--- src/rtl/stepper_array_if.sv ---
// Command/status bundle for the multi-channel stepper driver.
// The controller drives moves and aborts; the driver returns coil, busy, done and remaining steps.
interface stepper_array_if #(
   parameter int NUM_CH = 2,
   parameter int CNT_W  = 16,
   parameter int DIV_W  = 20
);
   logic [NUM_CH-1:0]       cmd_valid_i;
   logic [NUM_CH-1:0]       cmd_ready_o;
   logic [NUM_CH*CNT_W-1:0] cmd_steps_i;
   logic [NUM_CH*DIV_W-1:0] cmd_period_i;
   logic [NUM_CH-1:0]       cmd_dir_i;
   logic [NUM_CH-1:0]       cmd_half_i;
   logic [NUM_CH-1:0]       abort_i;
   logic [NUM_CH*4-1:0]     coil_o;
   logic [NUM_CH-1:0]       busy_o;
   logic [NUM_CH-1:0]       done_o;
   logic [NUM_CH*CNT_W-1:0] remain_o;

   modport master (
      output cmd_valid_i, cmd_steps_i, cmd_period_i, cmd_dir_i, cmd_half_i, abort_i,
      input  cmd_ready_o, coil_o, busy_o, done_o, remain_o
   );

   modport slave (
      input  cmd_valid_i, cmd_steps_i, cmd_period_i, cmd_dir_i, cmd_half_i, abort_i,
      output cmd_ready_o, coil_o, busy_o, done_o, remain_o
   );
endinterface

--- src/rtl/stepper_array.sv ---
// Independent 4-phase stepper channels: each takes a move command, then steps its
// phase index every P clocks until the step count is used up or the move is aborted.
module stepper_array #(
   parameter int NUM_CH = 2,
   parameter int CNT_W  = 16,
   parameter int DIV_W  = 20,
   parameter bit HOLD   = 1'b1
) (
   input logic            clk,
   input logic            rst,
   stepper_array_if.slave bus
);
   typedef enum logic {IDLE, RUN} state_t;

   localparam logic [3:0] PATTERN [8] = '{
      4'b1000, 4'b1100, 4'b0100, 4'b0110,
      4'b0010, 4'b0011, 4'b0001, 4'b1001
   };

   logic [NUM_CH-1:0]       ready_all;
   logic [NUM_CH-1:0]       busy_all;
   logic [NUM_CH-1:0]       done_all;
   logic [NUM_CH*CNT_W-1:0] remain_all;
   logic [NUM_CH*4-1:0]     coil_all;

   generate
      for (genvar gi = 0; gi < NUM_CH; gi++) begin : g_ch
         state_t           state_reg;
         logic [2:0]       idx_reg;
         logic [CNT_W-1:0] remain_reg;
         logic [DIV_W-1:0] period_reg;
         logic [DIV_W-1:0] div_reg;
         logic             dir_reg;
         logic             half_reg;
         logic             energised_reg;
         logic             done_reg;

         logic [CNT_W-1:0] cmd_steps;
         logic [DIV_W-1:0] cmd_period;
         logic [DIV_W-1:0] period_eff;
         logic             step_fire;
         logic [2:0]       idx_step;

         assign cmd_steps  = bus.cmd_steps_i[gi*CNT_W +: CNT_W];
         assign cmd_period = bus.cmd_period_i[gi*DIV_W +: DIV_W];
         // A zero period is latched as 1 so the divider compare never underflows.
         assign period_eff = (cmd_period == '0) ? DIV_W'(1) : cmd_period;
         assign step_fire  = (div_reg == period_reg - DIV_W'(1));

         always_comb begin
            idx_step = idx_reg;
            case ({half_reg, dir_reg})
               2'b10:   idx_step = idx_reg + 3'd1;
               2'b11:   idx_step = idx_reg - 3'd1;
               2'b00:   idx_step = idx_reg + 3'd2;
               default: idx_step = idx_reg - 3'd2;
            endcase
         end

         always_ff @(posedge clk) begin
            if (rst) begin
               state_reg     <= IDLE;
               idx_reg       <= 3'd0;
               remain_reg    <= '0;
               period_reg    <= DIV_W'(1);
               div_reg       <= '0;
               dir_reg       <= 1'b0;
               half_reg      <= 1'b0;
               energised_reg <= 1'b0;
               done_reg      <= 1'b0;
            end else begin
               done_reg <= 1'b0;
               case (state_reg)
                  IDLE: begin
                     if (bus.cmd_valid_i[gi]) begin
                        if (cmd_steps != '0) begin
                           state_reg     <= RUN;
                           remain_reg    <= cmd_steps;
                           period_reg    <= period_eff;
                           dir_reg       <= bus.cmd_dir_i[gi];
                           half_reg      <= bus.cmd_half_i[gi];
                           div_reg       <= '0;
                           energised_reg <= 1'b1;
                        end else begin
                           done_reg <= 1'b1;
                        end
                     end
                  end
                  RUN: begin
                     // Abort wins over a step that would fire on the same edge.
                     if (bus.abort_i[gi]) begin
                        state_reg  <= IDLE;
                        remain_reg <= '0;
                        div_reg    <= '0;
                     end else if (step_fire) begin
                        idx_reg    <= idx_step;
                        remain_reg <= remain_reg - CNT_W'(1);
                        div_reg    <= '0;
                        if (remain_reg == CNT_W'(1)) begin
                           state_reg <= IDLE;
                           done_reg  <= 1'b1;
                        end
                     end else begin
                        div_reg <= div_reg + DIV_W'(1);
                     end
                  end
                  default: state_reg <= IDLE;
               endcase
            end
         end

         assign ready_all[gi]               = (state_reg == IDLE);
         assign busy_all[gi]                = (state_reg == RUN);
         assign done_all[gi]                = done_reg;
         assign remain_all[gi*CNT_W +: CNT_W] = remain_reg;
         assign coil_all[gi*4 +: 4] =
            ((state_reg == RUN) || (HOLD && energised_reg)) ? PATTERN[idx_reg] : 4'b0000;
      end
   endgenerate

   assign bus.cmd_ready_o = ready_all;
   assign bus.busy_o      = busy_all;
   assign bus.done_o      = done_all;
   assign bus.remain_o    = remain_all;
   assign bus.coil_o      = coil_all;
endmodule

--- src/flat_wrapper.sv ---
// flat-port wrapper written by rule: the top's interface ports become plain ports
module stepper_array_flat 
#(
   parameter int NUM_CH = 2,
   parameter int CNT_W  = 16,
   parameter int DIV_W  = 20,
   parameter bit HOLD   = 1'b1
)
  (clk, rst, bus_cmd_valid_i, bus_cmd_steps_i, bus_cmd_period_i, bus_cmd_dir_i, bus_cmd_half_i, bus_abort_i, bus_cmd_ready_o, bus_coil_o, bus_busy_o, bus_done_o, bus_remain_o);
  stepper_array_if #(.NUM_CH(NUM_CH), .CNT_W(CNT_W), .DIV_W(DIV_W)) bus_i ();
  input logic clk;
  input logic rst;
  input wire logic [$bits(bus_i.cmd_valid_i)-1:0] bus_cmd_valid_i;
  input wire logic [$bits(bus_i.cmd_steps_i)-1:0] bus_cmd_steps_i;
  input wire logic [$bits(bus_i.cmd_period_i)-1:0] bus_cmd_period_i;
  input wire logic [$bits(bus_i.cmd_dir_i)-1:0] bus_cmd_dir_i;
  input wire logic [$bits(bus_i.cmd_half_i)-1:0] bus_cmd_half_i;
  input wire logic [$bits(bus_i.abort_i)-1:0] bus_abort_i;
  output wire logic [$bits(bus_i.cmd_ready_o)-1:0] bus_cmd_ready_o;
  output wire logic [$bits(bus_i.coil_o)-1:0] bus_coil_o;
  output wire logic [$bits(bus_i.busy_o)-1:0] bus_busy_o;
  output wire logic [$bits(bus_i.done_o)-1:0] bus_done_o;
  output wire logic [$bits(bus_i.remain_o)-1:0] bus_remain_o;
  assign bus_i.cmd_valid_i = bus_cmd_valid_i;
  assign bus_i.cmd_steps_i = bus_cmd_steps_i;
  assign bus_i.cmd_period_i = bus_cmd_period_i;
  assign bus_i.cmd_dir_i = bus_cmd_dir_i;
  assign bus_i.cmd_half_i = bus_cmd_half_i;
  assign bus_i.abort_i = bus_abort_i;
  assign bus_cmd_ready_o = bus_i.cmd_ready_o;
  assign bus_coil_o = bus_i.coil_o;
  assign bus_busy_o = bus_i.busy_o;
  assign bus_done_o = bus_i.done_o;
  assign bus_remain_o = bus_i.remain_o;
  stepper_array #(.NUM_CH(NUM_CH), .CNT_W(CNT_W), .DIV_W(DIV_W), .HOLD(HOLD)) u_core (.clk(clk), .rst(rst), .bus(bus_i));
endmodule
--- config.mk ---
export PLATFORM = sky130hd
export DESIGN_NAME = stepper_array_flat
export DESIGN_NICKNAME = d
export VERILOG_FILES = /design/src/rtl/stepper_array_if.sv /design/src/rtl/stepper_array.sv /design/src/flat_wrapper.sv
export SDC_FILE = /design/constraint.sdc
export NUM_CORES = 1
export LEC_CHECK = 0
export ABC_AREA = 1
export CORE_UTILIZATION = 60
export CTS_BUF_LIST = sky130_fd_sc_hd__clkbuf_8
export DETAILED_ROUTE_END_ITERATION = 12
export DONT_BUFFER_PORTS = 1
export PLACE_DENSITY = 0.78
export SYNTH_ARGS = -nofsm -noshare
export SYNTH_HDL_FRONTEND = slang
export SYNTH_SLANG_ARGS = --single-unit
--- constraint.sdc ---
create_clock -name clk -period 3 [get_ports clk]
set_input_delay 0.6 -clock clk [delete_from_list [all_inputs] [get_ports clk]]
set_output_delay 0.6 -clock clk [all_outputs]
set_load 0.03 [all_outputs]
-- Word-level counts from Yosys, hierarchy flattened
Memories as Yosys holds them, arrays and structs flattened.
Index checks and enable logic that the tools add are counted.
- register bits after elaboration: 128
- bits in read-only memories: 64
- input port bits: 82
- word-level logic and storage cells: 126
- memories kept: 2
- memories (memory ; words ; bits a word ; rd ports ; clocked after Yosys merged registers in ; write ports ; line ; RTL):
    (no name shown) ; 8 ; 4 ; 1 ; 0 ; 0 ; stepper_array.sv:117 ; ((state_reg == RUN) || (HOLD && energised_reg)) ? PATTERN[idx_reg] : 4'b0000;
    (no name shown) ; 8 ; 4 ; 1 ; 0 ; 0 ; stepper_array.sv:117 ;
- $add $sub $neg: 14
- $lt $le $gt $ge: 2
- equality and inequality tests: 14
- multiplexer cells: 54
- bitwise logic cells: 6
- reductions and logical operators: 16
- operators by type and width (cell ; count):
    $mux 20 ; 10
    $mux 16 ; 8
    $pmux 20 s2 ; 2
    $pmux 16 s2 ; 2
    $add 20x1->20 const B ; 2
    $eq 20x20->1 ; 2
    $logic_not 20->1 ; 2
    $sub 20x1->20 const B ; 2
    $eq 16x1->1 const B ; 2
    $reduce_bool 16->1 ; 2
    $sub 16x1->16 const B ; 2
    $mux 4 ; 6
    $mux 1 ; 20
    $pmux 3 s3 ; 2
    $reduce_and 3->1 ; 6
    $eq 2x2->1 const B ; 4
    $ge 4x4->1 const B ; 2
    $not 3->4 ; 2
    $pmux 1 s2 ; 4
    $add 3x1->3 const B ; 2
    $add 3x2->3 const B ; 2
    $ne 3x3->1 const B ; 2
    $sub 3x1->3 const B ; 2
    $sub 3x2->3 const B ; 2
    6 further kinds ; 14

-- Depth between registers and ports, before layout
- depth after elaboration: 5
- mapped depth: 18

-- Least setup slack after synthesis
No wires, ideal clock.
- kind: register to output
- start: reg u_core.g_ch[0].state_reg
- end: out bus_coil_o[3]
- arrival time: 2066 ps
- slack: 334 ps
- cell stages (with the launch flop): 3
- buffers on the path: 0
- path through: dfxtp_1 > nor2_1 > a2111oi_0
- cells in the longest elaborated chain, start to end: 2
- ends and longest elaborated chain (element ; line ; RTL):
    start: declaration ; stepper_array.sv:28 ; state_t state_reg;
    start signal: assignment ; stepper_array.sv:62 ; state_reg <= IDLE;
    start signal: assignment ; stepper_array.sv:77 ; state_reg <= RUN;
    start signal: assignment ; stepper_array.sv:92 ; state_reg <= IDLE;
    $logic_or 1x1->1 ; stepper_array.sv:117 ;
    $mux 4 ; stepper_array.sv:117 ;
    end: declaration ; flat_wrapper.sv:20 ; output wire logic [$bits(bus_i.coil_o)-1:0] bus_coil_o;
No other way between the ends.

-- Worst setup path after layout
- start: reg u_core.g_ch[1].period_reg[0]
- end: reg u_core.g_ch[1].div_reg[4]
- cells in the longest elaborated chain, start to end: 5
- ends and longest elaborated chain (element ; line ; RTL):
    start: declaration ; stepper_array.sv:31 ; logic [DIV_W-1:0] period_reg;
    start signal: assignment ; stepper_array.sv:79 ; period_reg <= period_eff;
    $sub 20x1->20 ; stepper_array.sv:48 ; assign step_fire = (div_reg == period_reg - DIV_W'(1));
    $eq 20x20->1 ; stepper_array.sv:48 ;
    $mux 20 ; stepper_array.sv:95 ; end else if (step_fire) begin
    $mux 20 ; stepper_array.sv:91 ; if (bus.abort_i[gi]) begin
    $pmux 20 s2 ; stepper_array.sv:73 ; case (state_reg)
    end signal: assignment ; stepper_array.sv:104 ; div_reg <= div_reg + DIV_W'(1);
    end: declaration ; stepper_array.sv:32 ; logic [DIV_W-1:0] div_reg;
No other way between the ends.
A chain may end at the register's enable or synchronous reset.

==> summary by stage <==
Floorplan
In this run the vertical extent of the chip is around 120 µm. The total area inside the core boundary comes to 0.0135 mm². The die is 121 µm wide. The area of the die is roughly 0.015 mm². After floorplanning, the core was divided into 42 placement rows. The effective utilization at floorplan is between 60% and 70%. During I/O placement, the number of pins put on the boundary was between 100 and 150.

Setup path
The maximum fanout encountered on the critical timing path is 46. The delay of the slowest cell on the worst path is approximately 0.43 ns. In this design, the critical path's most frequently occurring cell is sky130_fd_sc_hd__nand2_1. The data arrival time at the worst-slack endpoint is 2.95 ns. On the critical path, the stage with the largest delay is an instance of sky130_fd_sc_hd__nand2_4. Data on the critical path is required at its endpoint by ~3.3 ns.

STA classifies the critical path endpoint as a flip-flop. The critical path is of the reg -> reg type. For the worst flop-to-flop path, the logic depth is 16. STA classifies the critical path startpoint as a flip-flop. The flop-to-flop setup slack is ~0.39 ns. The critical path goes through inv_1 -> ha_1 -> nand2_1 -> nor2_1 -> nand2_1 -> nand2_1 -> nand2_1 -> nand2_1 -> nand2_1 -> nor2_1 -> nand2_1 -> nor2_2 -> nand3_4 -> nand2_4 -> nor2_1 -> o21a_1.

Routing
The wire length reported by the detailed router is 21.5 mm. Using the TritonRoute via totals, the vias-per-cell ratio works out to 5.62. The number of DRC violations after detailed-routing iteration 0 is 638. The number of routed nets with antenna violations is 0. After detailed routing, the average wire length per cell comes to about 14 µm. The via count is about 8400.

For this run, the detailed router's first-pass iteration total came to 5. For this run, design rule violations remaining after detail routing come to 0.

Synth
For this run, the register share of the synthesized area comes to 30.4%. Ranked by total cell area, the synthesized netlist is headed by sky130_fd_sc_hd__dfxtp_1 30%, sky130_fd_sc_hd__nand2_1 11%, sky130_fd_sc_hd__nor2_1 11%. The register bit total from synthesis is 128. Each instance of the synthesized netlist takes up on average around 6.4 µm². The mapped cell area is 0.00843 mm². During synthesis, Yosys emitted a total of 0 warnings. The number of nets produced by synthesis is ~1400. The number of distinct standard cells referenced by the synthesized netlist is 47.

Synthesis produced a netlist whose cell count is 1315. The cell type with the largest total area after synthesis is sky130_fd_sc_hd__dfxtp_1. Of all flip-flops after synthesis, the portion carrying an async set or reset was 0%. For this run, the leading register cell type out of synthesis is sky130_fd_sc_hd__dfxtp_1. The fraction of post-synthesis cell area in the top cell type by area is 30.4%. Yosys mapped a number of flops with a built-in enable equal to 0.

Clock tree
The number of hold-repair buffers added at the cts stage is 0. CTS saw around 130 sinks. The number of clock buffers added by TritonCTS is 17. The number of gates resized after CTS was 0. Counting along the longest clock path gives a buffer depth of 2. The H-tree depth is 4. The number of setup buffers added after CTS is 0. The clock-pin slew on the worst setup and hold paths is 0.08 ns. At the later pin of the worst-skew pair, clock insertion delay measures approximately 0.45 ns. The cell at the root of the clock tree is sky130_fd_sc_hd__clkbuf_8. The TritonCTS clock tree is yes.

Timing
The max-slew violation total from the final report came to 0. The final hold violation count came to 0. The setup TNS is 0 ns.

The slew at the pin closest to its max-slew limit is 0.667 ns. The post-layout minimum cycle time is 2.61 ns. The max-slew headroom at the worst pin is a little under three fifths. The final period utilization is 87.0%. The final clock skew is slightly above 0.006 ns.

Setup violations remaining at the end of the flow were counted as 0. Derived from the worst setup path, the maximum achievable clock frequency is 383 MHz. Setup repair after global routing left no endpoint under its margin.

Global route
Global routing used between 30% and 40% of the available tracks. The initial antenna violation count came to 0. The number of global-route vias before repair is slightly below 8000. The first global-routing pass estimated approximately 36 mm of wire. The pin count of the biggest net entering global routing is 64.

The total congestion overflow after global routing is 0.

Min path
The type of the tightest min-delay check is in -> reg. Counting instances, the worst hold path has a depth of 1.

Placed design
Buffers placed on the I/O ports in this run total 0. The congestion estimate from routability-driven global placement came to 0.912. The sum of net half-perimeters after detailed placement is 15.6 mm.

Power and ir drop
Power spread over the standard cell area amounts to slightly above 500 mW/mm². The worst voltage drop across the vdd grid is 404 µV. The reported leakage power is 3.83 nW.

Run
Across the run, the number of max-cap violations was 0.

Cells and area
The number of inserted diodes is 0. In the final design database the tool counted 1399 nets. The fraction of the core area covered by cells at the end of the flow is 66.9%. Relative to the synthesized area, the layout overhead comes to 6.68%. Of the cells placed in the final design, the portion with a size suffix greater than 1 is 6.29%.

Status
The run finished with clean final reports.
-- critical path: cells and delay by family (launching register included) --
family                     cells  cell delay (ns)
AOI/OAI and AO/OA              1             0.19
and+or+nand+nor               13             1.63
DFF                            1             0.33
adders and majority gates      1             0.21
buffers and inverters          1             0.12
-- cells by family (layout without fill, tap and decap cells) --
group,Yosys count,count (layout),share of synthesized area [%]
compound gates,213,213,14.2
xor+xnor,69,69,7.17
buf+inv,200,205,9.67
simple gates,695,695,37.0
fa+ha+maj,10,10,1.66
flops,128,128,30.4
-- worst paths after layout --
| check | startpoint | to |
|---|---|---|
| worst max-delay path | u_core.g_ch[1].period_reg[0] | u_core.g_ch[1].div_reg[4] |
| worst max register to register | u_core.g_ch[1].period_reg[0] | u_core.g_ch[1].div_reg[4] |
| worst min register to register | u_core.g_ch[0].energised_reg | u_core.g_ch[0].energised_reg |
| worst min-delay path | rst | u_core.g_ch[0].div_reg[1] |
-- placed cells by master, fill, tap and decap left out, drive strengths merged, types with 8 or more instances in the layout --
cell,synthesis,layout
o22ai,10,10
dfxtp,128,128
inv,152,154
nand4,33,33
clkinv,3,8
xor2,48,48
o21ai,79,79
nand2,260,260
nand3,66,66
nor2,252,252
nor3,24,24
ha,8,8
nand3b,33,33
clkbuf,27,20
a21oi,83,83
xnor2,21,21
o21a,14,14
buf,18,18
nor4,17,17
-- layer usage --
layer | vias to the layer above | track usage [%] | wire (µm)
met2 | 325 | 49.5 | 9630
li1 | 4264 | - | -
met1 | 3783 | 40.0 | 9550
met5 | - | 0 | 0
met4 | 0 | 9.18 | 357
met3 | 37 | 8.30 | 1910
-- synth_stat cells, types with 2 or more instances --
library cell / count
sky130_fd_sc_hd__nand3b_1: 33
sky130_fd_sc_hd__a211oi_1: 5
sky130_fd_sc_hd__o21a_1: 14
sky130_fd_sc_hd__nor4_1: 17
sky130_fd_sc_hd__clkbuf_1: 26
sky130_fd_sc_hd__ha_1: 8
sky130_fd_sc_hd__a31oi_1: 3
sky130_fd_sc_hd__nand3_1: 62
sky130_fd_sc_hd__a22oi_1: 5
sky130_fd_sc_hd__nand2_2: 2
sky130_fd_sc_hd__fa_1: 2
sky130_fd_sc_hd__inv_1: 149
sky130_fd_sc_hd__buf_4: 6
sky130_fd_sc_hd__nor2_1: 237
sky130_fd_sc_hd__nand2_4: 4
sky130_fd_sc_hd__a32o_1: 4
sky130_fd_sc_hd__a2111oi_0: 2
sky130_fd_sc_hd__nor3_1: 24
sky130_fd_sc_hd__nand3_2: 3
sky130_fd_sc_hd__nand4_1: 33
sky130_fd_sc_hd__o22ai_1: 10
sky130_fd_sc_hd__dfxtp_1: 128
sky130_fd_sc_hd__a21oi_1: 83
sky130_fd_sc_hd__nor3b_1: 2
sky130_fd_sc_hd__buf_1: 4
sky130_fd_sc_hd__buf_2: 3
sky130_fd_sc_hd__o21ai_0: 78
sky130_fd_sc_hd__or2_2: 5
sky130_fd_sc_hd__buf_6: 5
sky130_fd_sc_hd__xnor2_1: 21
sky130_fd_sc_hd__nor2_4: 3
sky130_fd_sc_hd__o21bai_1: 4
sky130_fd_sc_hd__inv_2: 3
sky130_fd_sc_hd__nand2_1: 254
sky130_fd_sc_hd__clkinv_1: 3
sky130_fd_sc_hd__xor2_1: 48
sky130_fd_sc_hd__nor2_2: 12
-- metrics by stage --
| step | instance area [µm²] | total power [mW] | setup slack, ns | cells | hold slack (ns) |
|---|---|---|---|---|---|
| 2_1_floorplan | 8430 | 2.81 | 0.334 | 1315 | 0.441 |
| 3_3_place_gp | 8580 | 2.99 | 0.466 | 1464 | 0.449 |
| 3_5_place_dp | 8580 | 3.01 | 0.395 | 1464 | 0.462 |
| 4_1_cts | 9000 | 4.59 | 0.352 | 1496 | 0.187 |
| 5_1_grt | 9000 | 4.83 | 0.0172 | 1496 | 0.176 |
| 6_report | 9000 | 4.56 | 0.390 | 1496 | 0.209 |
-- area by class of cell --
| cell class | instances | area, µm² |
|---|---|---|
| multi-input cells | 987 | 5070 |
| inverters | 155 | 582 |
| repair buffers | 18 | 148 |
| fillers | 1302 | 4460 |
| well taps | 176 | 220 |
| clock inverters | 12 | 141 |
| flip-flops and latches | 128 | 2560 |
| clock buffers | 20 | 275 |
-- report_power, final --
part | internal, mW | total (mW) | switching (mW)
Combinational | 0.338 | 0.944 | 0.606
Sequential | 1.81 | 2.05 | 0.239
Clock | 0.877 | 1.57 | 0.698
Total | 3.02 | 4.56 | 1.54
Note: power is estimated with default switching activity, not from simulation.
